`src/rtl/pc_pkg.sv`:
```
// -----------------------------------------------------------------------------
// pc_pkg
//   Shared types and helpers for the fetch-stage program-counter unit.
//   - npc_sel_e : which source feeds the PC register on the next clock edge.
//   - sext_off  : sign-extends a branch word offset of run-time-constant width
//                 up to PC_MAX_W bits; callers keep the low ADDR_W bits.
// -----------------------------------------------------------------------------
package pc_pkg;

    // Widest PC the helper can extend into; ADDR_W must not exceed this.
    localparam int PC_MAX_W = 128;

    typedef enum logic [2:0] {
        NPC_SEQ  = 3'd0,  // pc + 4
        NPC_BR   = 3'd1,  // pc + (sext(off) << 2)
        NPC_REG  = 3'd2,  // ext_pc (BR)
        NPC_RET  = 3'd3,  // RAS top, or ext_pc when the RAS is empty
        NPC_HOLD = 3'd4   // stall: keep pc
    } npc_sel_e;

    // Sign-extend the low 'w' bits of 'off' (w >= 1) to PC_MAX_W bits.
    function automatic logic [PC_MAX_W-1:0] sext_off(input logic [PC_MAX_W-1:0] off,
                                                     input int                  w);
        logic [PC_MAX_W-1:0] r;
        logic                sgn;
        sgn = off[w-1];
        for (int i = 0; i < PC_MAX_W; i++) begin
            r[i] = (i < w) ? off[i] : sgn;
        end
        return r;
    endfunction

endpackage

```
`src/rtl/ras_stack.sv`:
```
// -----------------------------------------------------------------------------
// ras_stack
//   Return-address stack as a circular buffer with a saturating entry count.
//   A push onto a full stack silently overwrites the oldest entry and sets the
//   sticky ovf flag. A pop on an empty stack is ignored. Push and pop in the
//   same cycle replace the current top in place (count unchanged).
//
// Ports
//   clk        in   rising-edge clock
//   reset      in   asynchronous, active-low reset
//   push       in   write push_data as the new top
//   pop        in   discard the top (ignored when empty)
//   push_data  in   [ADDR_W]  value pushed
//   top        out  [ADDR_W]  current top-of-stack (meaningless when empty)
//   empty      out  no valid entries
//   full       out  RAS_DEPTH valid entries
//   ovf        out  sticky: a push overwrote the oldest entry
// -----------------------------------------------------------------------------
module ras_stack #(
    parameter int ADDR_W    = 64,
    parameter int RAS_DEPTH = 8
) (
    input  logic              clk,
    input  logic              reset,
    input  logic              push,
    input  logic              pop,
    input  logic [ADDR_W-1:0] push_data,
    output logic [ADDR_W-1:0] top,
    output logic              empty,
    output logic              full,
    output logic              ovf
);

    localparam int PTR_W = (RAS_DEPTH > 1) ? $clog2(RAS_DEPTH) : 1;
    localparam int CNT_W = PTR_W + 1;
    localparam logic [CNT_W-1:0] DEPTH_C = CNT_W'(RAS_DEPTH);

    logic [ADDR_W-1:0] mem [RAS_DEPTH];
    logic [PTR_W-1:0]  top_ptr;
    logic [CNT_W-1:0]  count;
    logic              ovf_q;

    logic              do_pop;
    logic              wr_en;
    logic [PTR_W-1:0]  wr_idx;

    assign empty  = (count == '0);
    assign full   = (count == DEPTH_C);
    assign ovf    = ovf_q;
    assign top    = mem[top_ptr];
    assign do_pop = pop && !empty;

    // A combined push/pop rewrites the current top slot; a plain push writes
    // one slot above it. Because the depth is a power of two, the pointer wraps
    // naturally, which is what gives the overwrite-oldest behaviour when full.
    always_comb begin
        wr_en  = push;
        wr_idx = do_pop ? top_ptr : top_ptr + PTR_W'(1);
    end

    // Entry storage needs no reset: entries beyond count are never observed.
    always_ff @(posedge clk) begin
        if (wr_en) begin
            mem[wr_idx] <= push_data;
        end
    end

    always_ff @(posedge clk or negedge reset) begin
        if (!reset) begin
            top_ptr <= '0;
            count   <= '0;
            ovf_q   <= 1'b0;
        end else if (push && !do_pop) begin
            top_ptr <= top_ptr + PTR_W'(1);
            if (full) begin
                ovf_q <= 1'b1;
            end else begin
                count <= count + CNT_W'(1);
            end
        end else if (do_pop && !push) begin
            top_ptr <= top_ptr - PTR_W'(1);
            count   <= count - CNT_W'(1);
        end
    end

endmodule

```
`src/rtl/pc_ras_unit.sv`:
```
// -----------------------------------------------------------------------------
// pc_ras_unit
//   Fetch-stage program counter with a return-address stack. The next PC is
//   chosen by priority (stall, pc_rd, ret, br_taken, sequential) and loaded on
//   the rising clock edge. BL pushes pc_out+4; RET pops the top, falling back
//   to ext_pc (with a one-cycle ras_unf pulse) when the stack is empty.
//   All PC arithmetic wraps modulo 2^ADDR_W.
//
// Ports
//   clk         in   rising-edge clock
//   reset       in   asynchronous, active-low reset
//   stall       in   hold PC and RAS this cycle
//   br_taken    in   take the PC-relative branch
//   uncond_br   in   1: uncond_off, 0: cond_off
//   pc_rd       in   load PC from ext_pc
//   link        in   push pc_out+4 onto the RAS
//   ret         in   next PC from RAS top
//   cond_off    in   [COND_W]   signed word offset
//   uncond_off  in   [UNCOND_W] signed word offset
//   ext_pc      in   [ADDR_W]   register target / RET fallback
//   pc_out      out  [ADDR_W]   current PC
//   pc_4out     out  [ADDR_W]   pc_out + 4
//   ras_empty   out  RAS has no entries
//   ras_full    out  RAS has RAS_DEPTH entries
//   ras_ovf     out  sticky overwrite flag
//   ras_unf     out  pulse: previous cycle issued RET on an empty RAS
// -----------------------------------------------------------------------------
module pc_ras_unit
    import pc_pkg::*;
#(
    parameter int                ADDR_W    = 64,
    parameter int                COND_W    = 19,
    parameter int                UNCOND_W  = 26,
    parameter int                RAS_DEPTH = 8,
    parameter logic [ADDR_W-1:0] RESET_PC  = '0
) (
    input  logic                clk,
    input  logic                reset,
    input  logic                stall,
    input  logic                br_taken,
    input  logic                uncond_br,
    input  logic                pc_rd,
    input  logic                link,
    input  logic                ret,
    input  logic [COND_W-1:0]   cond_off,
    input  logic [UNCOND_W-1:0] uncond_off,
    input  logic [ADDR_W-1:0]   ext_pc,
    output logic [ADDR_W-1:0]   pc_out,
    output logic [ADDR_W-1:0]   pc_4out,
    output logic                ras_empty,
    output logic                ras_full,
    output logic                ras_ovf,
    output logic                ras_unf
);

    logic [ADDR_W-1:0]   pc_q;
    logic [ADDR_W-1:0]   pc_4;
    logic [ADDR_W-1:0]   pc_next;
    logic [ADDR_W-1:0]   br_target;
    logic [ADDR_W-1:0]   ras_top;
    logic                ras_unf_q;
    logic                unf_next;
    npc_sel_e            npc_sel;

    logic [PC_MAX_W-1:0] raw_off;
    logic [PC_MAX_W-1:0] ext_off;
    logic                unused_off_bits;

    assign pc_4    = pc_q + ADDR_W'(4);
    assign pc_out  = pc_q;
    assign pc_4out = pc_4;
    assign ras_unf = ras_unf_q;

    // Branch offset: pick the field, sign-extend, scale words to bytes.
    always_comb begin
        raw_off = '0;
        if (uncond_br) begin
            raw_off[UNCOND_W-1:0] = uncond_off;
        end else begin
            raw_off[COND_W-1:0] = cond_off;
        end
        ext_off = sext_off(raw_off, uncond_br ? UNCOND_W : COND_W);
    end

    // Bits above ADDR_W-2 fall off the end after the word-to-byte shift.
    assign unused_off_bits = ^ext_off[PC_MAX_W-1:ADDR_W-2];
    assign br_target       = pc_q + {ext_off[ADDR_W-3:0], 2'b00};

    // Next-PC source priority.
    always_comb begin
        npc_sel = NPC_SEQ;
        if (stall) begin
            npc_sel = NPC_HOLD;
        end else if (pc_rd) begin
            npc_sel = NPC_REG;
        end else if (ret) begin
            npc_sel = NPC_RET;
        end else if (br_taken) begin
            npc_sel = NPC_BR;
        end
    end

    always_comb begin
        pc_next  = pc_4;
        unf_next = 1'b0;
        case (npc_sel)
            NPC_HOLD: pc_next = pc_q;
            NPC_REG:  pc_next = ext_pc;
            NPC_RET: begin
                if (ras_empty) begin
                    pc_next  = ext_pc;
                    unf_next = 1'b1;
                end else begin
                    pc_next  = ras_top;
                end
            end
            NPC_BR:   pc_next = br_target;
            default:  pc_next = pc_4;
        endcase
    end

    always_ff @(posedge clk or negedge reset) begin
        if (!reset) begin
            pc_q      <= RESET_PC;
            ras_unf_q <= 1'b0;
        end else begin
            pc_q      <= pc_next;
            ras_unf_q <= unf_next;
        end
    end

    // Push happens for any BL that is not stalled, regardless of which next-PC
    // source wins. Pop only when RET actually selects the stack (pc_rd beats it).
    ras_stack #(
        .ADDR_W    (ADDR_W),
        .RAS_DEPTH (RAS_DEPTH)
    ) u_ras (
        .clk       (clk),
        .reset     (reset),
        .push      (link && !stall),
        .pop       (ret && !stall && !pc_rd),
        .push_data (pc_4),
        .top       (ras_top),
        .empty     (ras_empty),
        .full      (ras_full),
        .ovf       (ras_ovf)
    );

endmodule
```
`config.mk`:
```
export PLATFORM = sky130hd
export DESIGN_NAME = pc_ras_unit
export DESIGN_NICKNAME = d
export VERILOG_FILES = /design/src/rtl/pc_pkg.sv /design/src/rtl/ras_stack.sv /design/src/rtl/pc_ras_unit.sv
export SDC_FILE = /design/constraint.sdc
export NUM_CORES = 1
export LEC_CHECK = 0
export BUFFER_PORTS_ARGS = -buffer_cell sky130_fd_sc_hd__buf_4
export CAP_MARGIN = 25
export CORE_MARGIN = 2
export CORE_UTILIZATION = 40
export DETAILED_ROUTE_END_ITERATION = 10
export GPL_ROUTABILITY_DRIVEN = 0
export SYNTH_ARGS = -nofsm -noshare
export SYNTH_HDL_FRONTEND = slang
export SYNTH_SLANG_ARGS = --single-unit
export TNS_END_PERCENT = 100
```
`constraint.sdc`:
```
create_clock -name clk -period 5.65 [get_ports clk]
set_clock_uncertainty 0.1 [all_clocks]
set_input_delay 1.13 -clock clk [delete_from_list [all_inputs] [get_ports clk]]
set_output_delay 1.13 -clock clk [all_outputs]
set_load 0.005 [all_outputs]
```
==> results of run 1 <==
## routing by layer
metal / GRT usage, % / vias up
li1: - / 8561
met1: 31.6 / 9983
met2: 38.2 / 880
met3: 5.77 / 133
met4: 6.90 / 2
met5: 0 / -
## critical path: cells and delay by family (launching register included)
kind                       cells  cell delay, ps
buffers and inverters          1             240
and+or+nand+nor                6            1660
DFF                            1             620
xor gates and xnor gates       1             650
adders and majority gates      1             290
## state kept, by name (all words and copies together), names as in the netlist
name	count
u_ras.mem	512
ras_unf	1
pc_out	64
u_ras.top_ptr	3
u_ras.ovf	1
u_ras.count	4
## Yosys cell counts (all sizes together) (4+ instances only)
cell and number:
edfxtp 512, a21oi 147, nand2 142, mux4 128, o21ai 124, nor2 101
clkbuf 87, xnor2 83, dfrtp 73, ha 68, mux2i 44, xor2 44
mux2 40, buf 38, nand4 35, inv 34, nand3 34, a21o 31
a221oi 27, o22ai 26, nor3 24, o221ai 17, o21bai 16, a31oi 15
and3 14, and2 12, a211oi 10, o221a 10, nand2b 9, o21a 9
a222oi 7, and4 7, o211ai 7, or3 6, nor2b 5, nor4 5
o31ai 5, a22oi 4, nor4b 4, o41ai 4, or2 4
## stage by stage
step | utilization, % | area, um^2 | total power, mW | setup TNS (ps)
floorplan | - | 28800 | 9.59 | -8710
global placement | 44.8 | 32000 | 11.5 | 0
detailed placement | 44.8 | 32000 | 11.6 | 0
CTS | 47.7 | 34100 | 15.7 | 0
global route | 47.8 | 34100 | 16.3 | 0
finish | 47.8 | 34100 | 15.6 | 0
## kinds of logic after synthesis
kind of cell / Yosys count
flip-flops: 585
multiplexers: 212
buffers and inverters: 159
XOR/XNOR: 127
AO/OA/AOI/OAI: 481
AND/OR/NAND/NOR: 404
adder cells (fa/ha/maj): 70
## report_power, final
part | internal [mW] | switching [mW]
logic | 2.41 | 2.84
clock network | 2.42 | 1.71
registers | 5.56 | 0.657
## worst paths after layout
kind | endpoint | slack (ps) | depth (start not counted)
max in group asynchronous | pc_out[13] | 3960 | 2
worst min-delay path | u_ras.ovf | 370 | 1
worst max-delay path | pc_4out[38] | 360 | 9
min in group asynchronous | pc_out[4] | 490 | 1
worst min register to register | u_ras.ovf | 370 | 1
worst max register to register | pc_out[62] | 1820 | 13
## placed cells by master, fill, tap and decap left out, types with 68 or more instances in the layout
| cell | n |
|---|---|
| edfxtp_1 | 512 |
| mux4_2 | 128 |
| nor2_1 | 90 |
| buf_4 | 297 |
| xnor2_1 | 83 |
| clkbuf_16 | 69 |
| dfrtp_1 | 70 |
| o21ai_0 | 104 |
| nand2_1 | 142 |
| a21oi_1 | 145 |
| ha_1 | 68 |
## final cells by class
cell class                      instances  area (um^2)  share of cell area [%]
Sequential cell                       585        17200                    50.5
Multi-Input combinational cell       1294        11000                    32.2
Timing Repair Buffer                  311         2510                    7.37
Clock buffer                           91         1840                    5.40
Tap cell                              950         1190                    3.49
Clock inverter                         28          225                   0.661
Inverter                               34          128                   0.375
==> run summary, run 1 <==
Routed Antenna Nets: 0
Hold Startpoint: u_ras.ovf
Main combinational cell family by area after synthesis: multiplexers
Die Area: 74,100 um^2
Mux cell area share after synthesis: 13.1%
Routed via count: 19,600
Critical path origin: pc_out[2]
Post-route insts no fill: 3,293
Clk buf depth: 3
Synth top area cells: edfxtp_1 (53%), mux4_2 (10%), dfrtp_1 (6.4%)
Largest net degree at the start of global routing: 61
Met3 WL: 7.39 mm
Htree depth: 3
Mapped Area: 28,800 um^2
Initial antenna violation count: 1
Ports: 249
Cell leakage power: 12.2 nW
Die Y-Extent: 272 um
Period utilization: 93.7%
Hold Vio Cnt, Final: 0
Final worst slack: 357 ps
Number of distinct library cells after synthesis: 86
Final Net Count: 2,479
Area growth syn-to-layout: 18.5%
Fmax: 189 MHz
CP max stage delay: 650 ps
Hold WC Path Type: flop to flop
Compound-Gate Fraction of Synth Area: 11.0%
Top_reg_cell synth: edfxtp_1
Total Wirelength: 87.7 mm
CP max FO: 9
Dpl ws: 613 ps
PostCTS Resize Cnt: 0
TritonRoute pass-1 iters: 8
Port bufs: 248
CP endpoint kind: primary output
Placed Cells: 3,172
Final min period: 5290 ps
Drt wl/cell: 26.6 um
Async SR Flop Fraction: 12.5%
Clk_lat worst skew: 600 ps
Reg-to-Reg Start: pc_out[2]
Final setup violation count: 0
Max-slew headroom: 33.0%
CP Cell Sequence: ha_1 > nand2_1 > nor3_2 > nand3_4 > or2_2 > nor2_1 > nand4_1 > xnor2_1 > buf_4
Core area: 71,400 um^2
Reg clk slew, reported paths: 60 ps
Final hold slack: 369 ps
Max-cap violations: 0
FILL cells: 6,319
PD cells: 458 nW/um^2
Via/cell ratio: 5.94
Seq/Total Area, Yosys: 59.8%
Post-synth EDFFs: 512
Violation count after the first detailed-route iteration: 1,916
Worst-margin pin slew: 1010 ps
Number of global-route vias before repair: 19,800
DR WL met2: 41.9 mm
Dpl hpwl: 58.6 mm
Global route overflow: 0
Cell taking the most area after synthesis: edfxtp_1
Simple-gate share of the synthesized area: 6.84%
TritonCTS buffer count: 66
CTS tree: yes
Die Wd: 272 um
Syn nets: 2,225
Initial Util: 40.3%
Root buf cell: clkbuf_16
Fin. max-slew vios: 0
CP arrival: 4060 ps
RSZ-0062 raised after global routing: false
Synth Register Bits: 585
Post-Synthesis Cells: 2,038
Diode count: 0
Worst vdd ir: 0.306 mV
Critical path launch point type: flop
Share of layout cells above drive strength 1: 26.8%
Status: completed
# rows: 98
Post CTS Setup Buffer Count: 0
First-pass GRT wire length: 130 mm
Synth top area share: 53.5%
Critical setup path kind: flop to primary output
Clk sinks: 585
Synth Area in XOR/XNOR: 3.87%
Post-CTS Hold Buffers: 0
Worst endpoint required time: 4420 ps
Average cell area after synthesis: 14.1 um^2
YS warnings: 0
Worst path slowest cell: xnor2_1
Overall routing resource usage: 23.6%
Area share of fa/ha/maj cells after synthesis: 3.10%
Metal-1 WL: 36.1 mm
# DRC: 0
Top sig layer: met5
No activity file was read; power rests on OpenSTA's default activity.
==> inputs of run 2 (changes only) <==
CTS_CLUSTER_DIAMETER = 100   (was unset)
PLACE_DENSITY = 0.68   (was unset)
==> run 2 against run 1 <==
Compared with the run above:
- register-to-register slack lost 150 ps
- first-iteration DRC count grew 25%
- clock power shrank 11%
- critical endpoint is now pc_4out[52]
- non-clock buffer count shrank 10
- worst setup slack gained 18 ps
- cell area shrank 1.2%
==> run summary, run 2 (synthesis results as in run 1) <==
CP max FO: 9 (unchanged)
Worst endpoint required time: 4420 ps (about the same)
Fin. max-slew vios: 0 (unchanged)
CP arrival: 4040 ps (-20 ps)
# rows: 98 (unchanged)
Worst vdd ir: 0.303 mV (-0.89%)
Post-CTS Hold Buffers: 0 (unchanged)
Final Instance Area: 33,700 um^2 (-1.2%)
Commonest non-fill, non-tap cell in the layout: edfxtp_1
Dpl hpwl: 58.7 mm (+0.15%)
Port bufs: 248 (unchanged)
Final setup violation count: 0 (unchanged)
Status: completed
Dpl ws: 632 ps (+18.7 ps)
Share of layout cells above drive strength 1: 26.3% (-0.54 points)
Worst Path Buf+Inv: 1 (unchanged)
Total Wirelength: 87.7 mm (about the same)
RSZ-0062 raised after global routing: false
Final min period: 5270 ps (-18.5 ps)
Clk_lat worst skew: 620 ps (+20 ps)
First-pass GRT wire length: 130 mm (+0.13%)
Max reg flops: 512 (unchanged)
Clk sinks: 585 (unchanged)
Global route overflow: 0 (unchanged)
Root buf cell: clkbuf_16
Placement-stage cell area: 31,900 um^2 (-0.46%)
FILL cells: 6,239 (-1.3%)
Overall routing resource usage: 23.4% (-0.16 points)
Violation count after the first detailed-route iteration: 2,388 (+25%)
Final hold slack: 380 ps (+11.4 ps)
Final Net Count: 2,460 (-0.77%)
CP max stage delay: 630 ps (-20 ps)
Number of global-route vias before repair: 19,900 (+0.94%)
Cell leakage power: 12.0 nW (-1.7%)
Die Area: 74,100 um^2 (unchanged)
Core area: 71,400 um^2 (unchanged)
Htree depth: 2 (-1)
Max-slew headroom: 27.8% (-5.2 points)
Biggest register: u_ras.mem
Fmax: 190 MHz (+0.35%)
Period utilization: 93.3% (-0.33 points)
Routed via count: 19,900 (+2.0%)
Die Wd: 272 um (unchanged)
Most frequent cells in the layout: edfxtp_1 (512), buf_4 (294), a21oi_1 (145), nand2_1 (142), mux4_2 (128)
Hold Vio Cnt, Final: 0 (unchanged)
Worst-margin pin slew: 1080 ps (+74.2 ps)
Die Y-Extent: 272 um (unchanged)
Drt wl/cell: 26.8 um (+0.68%)
Worst path slowest cell: xnor2_1
Max-cap violations: 0 (unchanged)
Final worst slack: 376 ps (+18.5 ps)
Critical setup path kind: flop to primary output
CTS tree: yes
CP Cell Sequence: and4_4 > nand4_2 > or3_1 > nor3_4 > and3_1 > nand3_1 > xnor2_1 > buf_4
Final Core Density: 47.2% (-0.59 points)
Routed Antenna Nets: 0 (unchanged)
Placed Cells: 3,164 (-0.25%)
# DRC: 0 (unchanged)
Initial antenna violation count: 1 (unchanged)
Post CTS Setup Buffer Count: 0 (unchanged)
TritonRoute pass-1 iters: 8 (unchanged)
TritonCTS buffer count: 57 (-14%)
Clk buf depth: 3 (unchanged)
Largest net degree at the start of global routing: 65 (+6.6%)
Ports: 249 (unchanged)
Critical path's top delay family: simple AND/OR/NAND/NOR gates
PD cells: 450 nW/um^2 (-1.7%)
Critical path launch point type: flop
Post-route insts no fill: 3,270 (-0.70%)
Area growth syn-to-layout: 17.0%
Initial Util: 40.3% (unchanged)
Reg clk slew, reported paths: 60 ps (about the same)
CP endpoint kind: primary output
Via/cell ratio: 6.10 (+2.7%)
Hold WC Path Type: flop to flop
==> run 2: cell types whose count changed in the layout (fill, tap and decap cells not counted), sizes merged <==
cell      previous run  this run
clkinv              21        14
buf                311       301
bufinv               3         2
diode                0         1
clkbuf              91        84
clkinvlp             2         3
==> run 2: area by class of cell <==
| type | count | area (um^2) | area share, % |
|---|---|---|---|
| Inverter | 34 | 128 | 0.379 |
| Clock inverter | 21 | 165 | 0.491 |
| Sequential cell | 585 | 17200 | 51.1 |
| Tap cell | 950 | 1190 | 3.53 |
| Clock buffer | 84 | 1630 | 4.84 |
| Timing Repair Buffer | 301 | 2350 | 6.97 |
| Multi-Input combinational cell | 1294 | 11000 | 32.6 |
| Antenna cell | 1 | 2.50 | 0.00744 |
==> run 2: metal layers <==
metal	vias up	track usage (%)	wire length, um
met5	-	0	0
met1	10100	31.3	34100
met3	182	5.19	8980
met2	1142	38.1	41900
met4	0	7.59	2780
li1	8490	-	-
==> run 2: path summary, 6_finish.rpt <==
kind                       slack [ps]        from     endpoint  depth (start not counted)
max in group asynchronous        3970       reset   pc_out[22]                          2
setup / recovery                  380  pc_out[21]  pc_4out[52]                          8
setup reg to reg                 1670   pc_out[2]   pc_out[60]                         14
hold / removal                    380   u_ras.ovf    u_ras.ovf                          1
hold reg to reg                   380   u_ras.ovf    u_ras.ovf                          1
min in group asynchronous         440       reset   pc_out[11]                          1
==> run 2: through the flow <==
stage / setup TNS, ps / power [mW]
after global routing: 0 / 15.8
after CTS: 0 / 15.2
final: 0 / 15.1
after floorplan: -8710 / 9.59
after global placement: 0 / 11.4
after detailed placement: 0 / 11.5
==> run 2: power breakdown <==
group	switching (mW)	internal (mW)
clock network	1.61	2.08
registers	0.623	5.56
logic	2.88	2.38
total	5.11	10.0
==> run 2: timing repair <==
| item | in CTS | in global routing |
|---|---|---|
| resized for setup | 0 | 1 |
| hold endpoints to repair | 0 | 0 |
| setup endpoints to repair | 0 | 1 |
==> inputs of run 3 (changes only) <==
CORE_ASPECT_RATIO = 0.9   (was unset)
CORE_UTILIZATION = 50   (was 40)
PLACE_DENSITY = 0.8   (was 0.68)
==> run 3 against run 2 <==
Compared with the run above:
- first-iteration DRC count is 25% higher
- critical path depth increased by 2
- final cell count is 5.4% lower
- clock-buffer cell count is 18 lower
- largest cell class unchanged
- die area shrank 20%
- combinational power about the same
- sequential cell count stayed put
- non-clock buffer count is 7 higher
- sequential share of layout area increased by 0.25 points
- via count rose by 1.8%
- critical path type unchanged
- worst setup slack worse by 50 ps
==> run summary, run 3 (synthesis results as in run 1) <==
Routed via count: 20,300 (+1.8%)
Fmax: 188 MHz (-0.94%)
# rows: 83 (-15%)
Port bufs: 248 (unchanged)
RSZ-0062 raised after global routing: false
Critical setup path kind: flop to primary output
Clk_lat worst skew: 650 ps (+30 ps)
Clk buf depth: 3 (unchanged)
Dpl hpwl: 57.4 mm (-2.3%)
Violation count after the first detailed-route iteration: 2,986 (+25%)
Clk sinks: 585 (unchanged)
Max-cap violations: 0 (unchanged)
# DRC: 0 (unchanged)
TritonRoute pass-1 iters: 7 (-1)
Most frequent cells in the layout: edfxtp_1 (512), buf_4 (306), a21oi_1 (145), nand2_1 (142), mux4_2 (128)
Root buf cell: clkbuf_16
Diode count: 0 (-1)
Global route overflow: 0 (unchanged)
Htree depth: 2 (unchanged)
Cell leakage power: 12.0 nW (+0.57%)
Die Wd: 257 um (-5.6%)
First-pass GRT wire length: 127 mm (-2.0%)
Critical path launch point type: flop
Initial antenna violation count: 0 (-1)
CP max FO: 9 (unchanged)
Commonest non-fill, non-tap cell in the layout: edfxtp_1
Core area: 56,900 um^2 (-20%)
Area growth syn-to-layout: 16.5%
Reg clk slew, reported paths: 60 ps (about the same)
Final Net Count: 2,466 (+0.24%)
Final Core Density: 58.8% (+12 points)
Final min period: 5320 ps (+49.9 ps)
Biggest register: u_ras.mem
Hold Vio Cnt, Final: 0 (unchanged)
PD cells: 457 nW/um^2 (+1.6%)
Via/cell ratio: 6.57 (+7.7%)
CP arrival: 4090 ps (+50 ps)
Overall Power: 15.3 mW (+1.1%)
CP endpoint kind: primary output
Most used routing layer in global routing: met2
CTS tree: yes
Ports: 249 (unchanged)
Max reg flops: 512 (unchanged)
Max-slew headroom: 32.1% (+4.3 points)
Number of global-route vias before repair: 20,000 (+0.42%)
Die Y-Extent: 232 um (-15%)
Share of layout cells above drive strength 1: 27.1% (+0.81 points)
Met3 GRT Util: 7.27% (+2.1 points)
Initial Util: 50.5% (+10 points)
PostCTS Resize Cnt: 0 (unchanged)
Period utilization: 94.2% (+0.88 points)
Hold WC Path Type: flop to flop
Largest net degree at the start of global routing: 55 (-15%)
Overall routing resource usage: 28.6% (+5.2 points)
Worst vdd ir: 0.304 mV (+0.19%)
TritonCTS buffer count: 56 (-1.8%)
Final setup violation count: 0 (unchanged)
Post-CTS Hold Buffers: 0 (unchanged)
Post CTS Setup Buffer Count: 0 (unchanged)
Die Area: 59,400 um^2 (-20%)
Worst-margin pin slew: 1020 ps (-61.4 ps)
Routing usage on met2: 45.8% (+7.8 points)
Routed Antenna Nets: 0 (unchanged)
Fin. max-slew vios: 0 (unchanged)
Drt wl/cell: 27.8 um (+3.7%)
Worst endpoint required time: 4420 ps (about the same)
Met1 usage: 38.1% (+6.8 points)
Status: completed
Total Wirelength: 86.0 mm (-1.9%)
==> run 3: cell types whose count changed in the layout (fill, tap and decap cells not counted), moves of 2 or more <==
cell	previous run	this run
buf_4	294	306
clkbuf_1	19	8
clkinv_2	6	17
buf_12	7	2
bufinv_16	2	6
clkbuf_8	6	2
clkbuf_16	59	56
clkinvlp_4	3	5
==> run 3: layout make-up <==
class / instances / area (um^2)
tap: 765 / 957
inverter: 34 / 128
timing repair buffer: 308 / 2340
fill: 4307 / 23400
multi-input combinational: 1294 / 11000
sequential: 585 / 17200
clock buffer: 66 / 1460
clock inverter: 40 / 410
==> run 3: final timing paths <==
check / slack, ps / to / cells after the start / start
worst max-delay path: 330 / pc_4out[38] / 10 / pc_out[2]
worst min-delay path: 380 / u_ras.ovf / 1 / u_ras.ovf
worst max register to register: 1630 / pc_out[62] / 13 / pc_out[2]
worst min register to register: 380 / u_ras.ovf / 1 / u_ras.ovf
max in group asynchronous: 3960 / u_ras.top_ptr[0] / 2 / reset
min in group asynchronous: 400 / pc_out[25] / 1 / reset
==> run 3: where the power goes <==
group,internal [mW],leakage (nW),switching (mW)
Combinational,2.37,5.59,2.88
Sequential,5.56,5.54,0.651
Clock,2.14,0.914,1.70
Total,10.1,12.0,5.23
==> run 3: worst max-delay path, cell delays in order, from the launching register on <==
cell,delay [ps]
dfrtp_1,680
ha_1,300
nand2_1,140
nor3_2,180
buf_4,230
nand3_4,170
or2_2,400
nor2_1,280
nand4_1,210
xnor2_1,610
buf_4,240
==> run 3: metrics by stage <==
| step | setup WS (ps) | TNS (ps) | cells | hold WS (ps) | instance area (um^2) |
|---|---|---|---|---|---|
| 2_1_floorplan | -33.4 | -8710 | 2038 | 357 | 28800 |
| 3_3_place_gp | 599 | 0 | 2985 | 361 | 31600 |
| 3_5_place_dp | 390 | 0 | 2986 | 362 | 31600 |
| 4_1_cts | 173 | 0 | 3092 | 383 | 33500 |
| 5_1_grt | 176 | 0 | 3092 | 413 | 33500 |
| 6_report | 326 | 0 | 3092 | 382 | 33500 |
==> run 3: routing by layer <==
layer / part of all wire, % / vias up / wire length, um
li1: - / 8512 / -
met1: 37 / 10000 / 31900
met2: 46 / 1497 / 39900
met3: 12 / 248 / 10700
met4: 4.1 / 0 / 3510
met5: 0 / - / 0
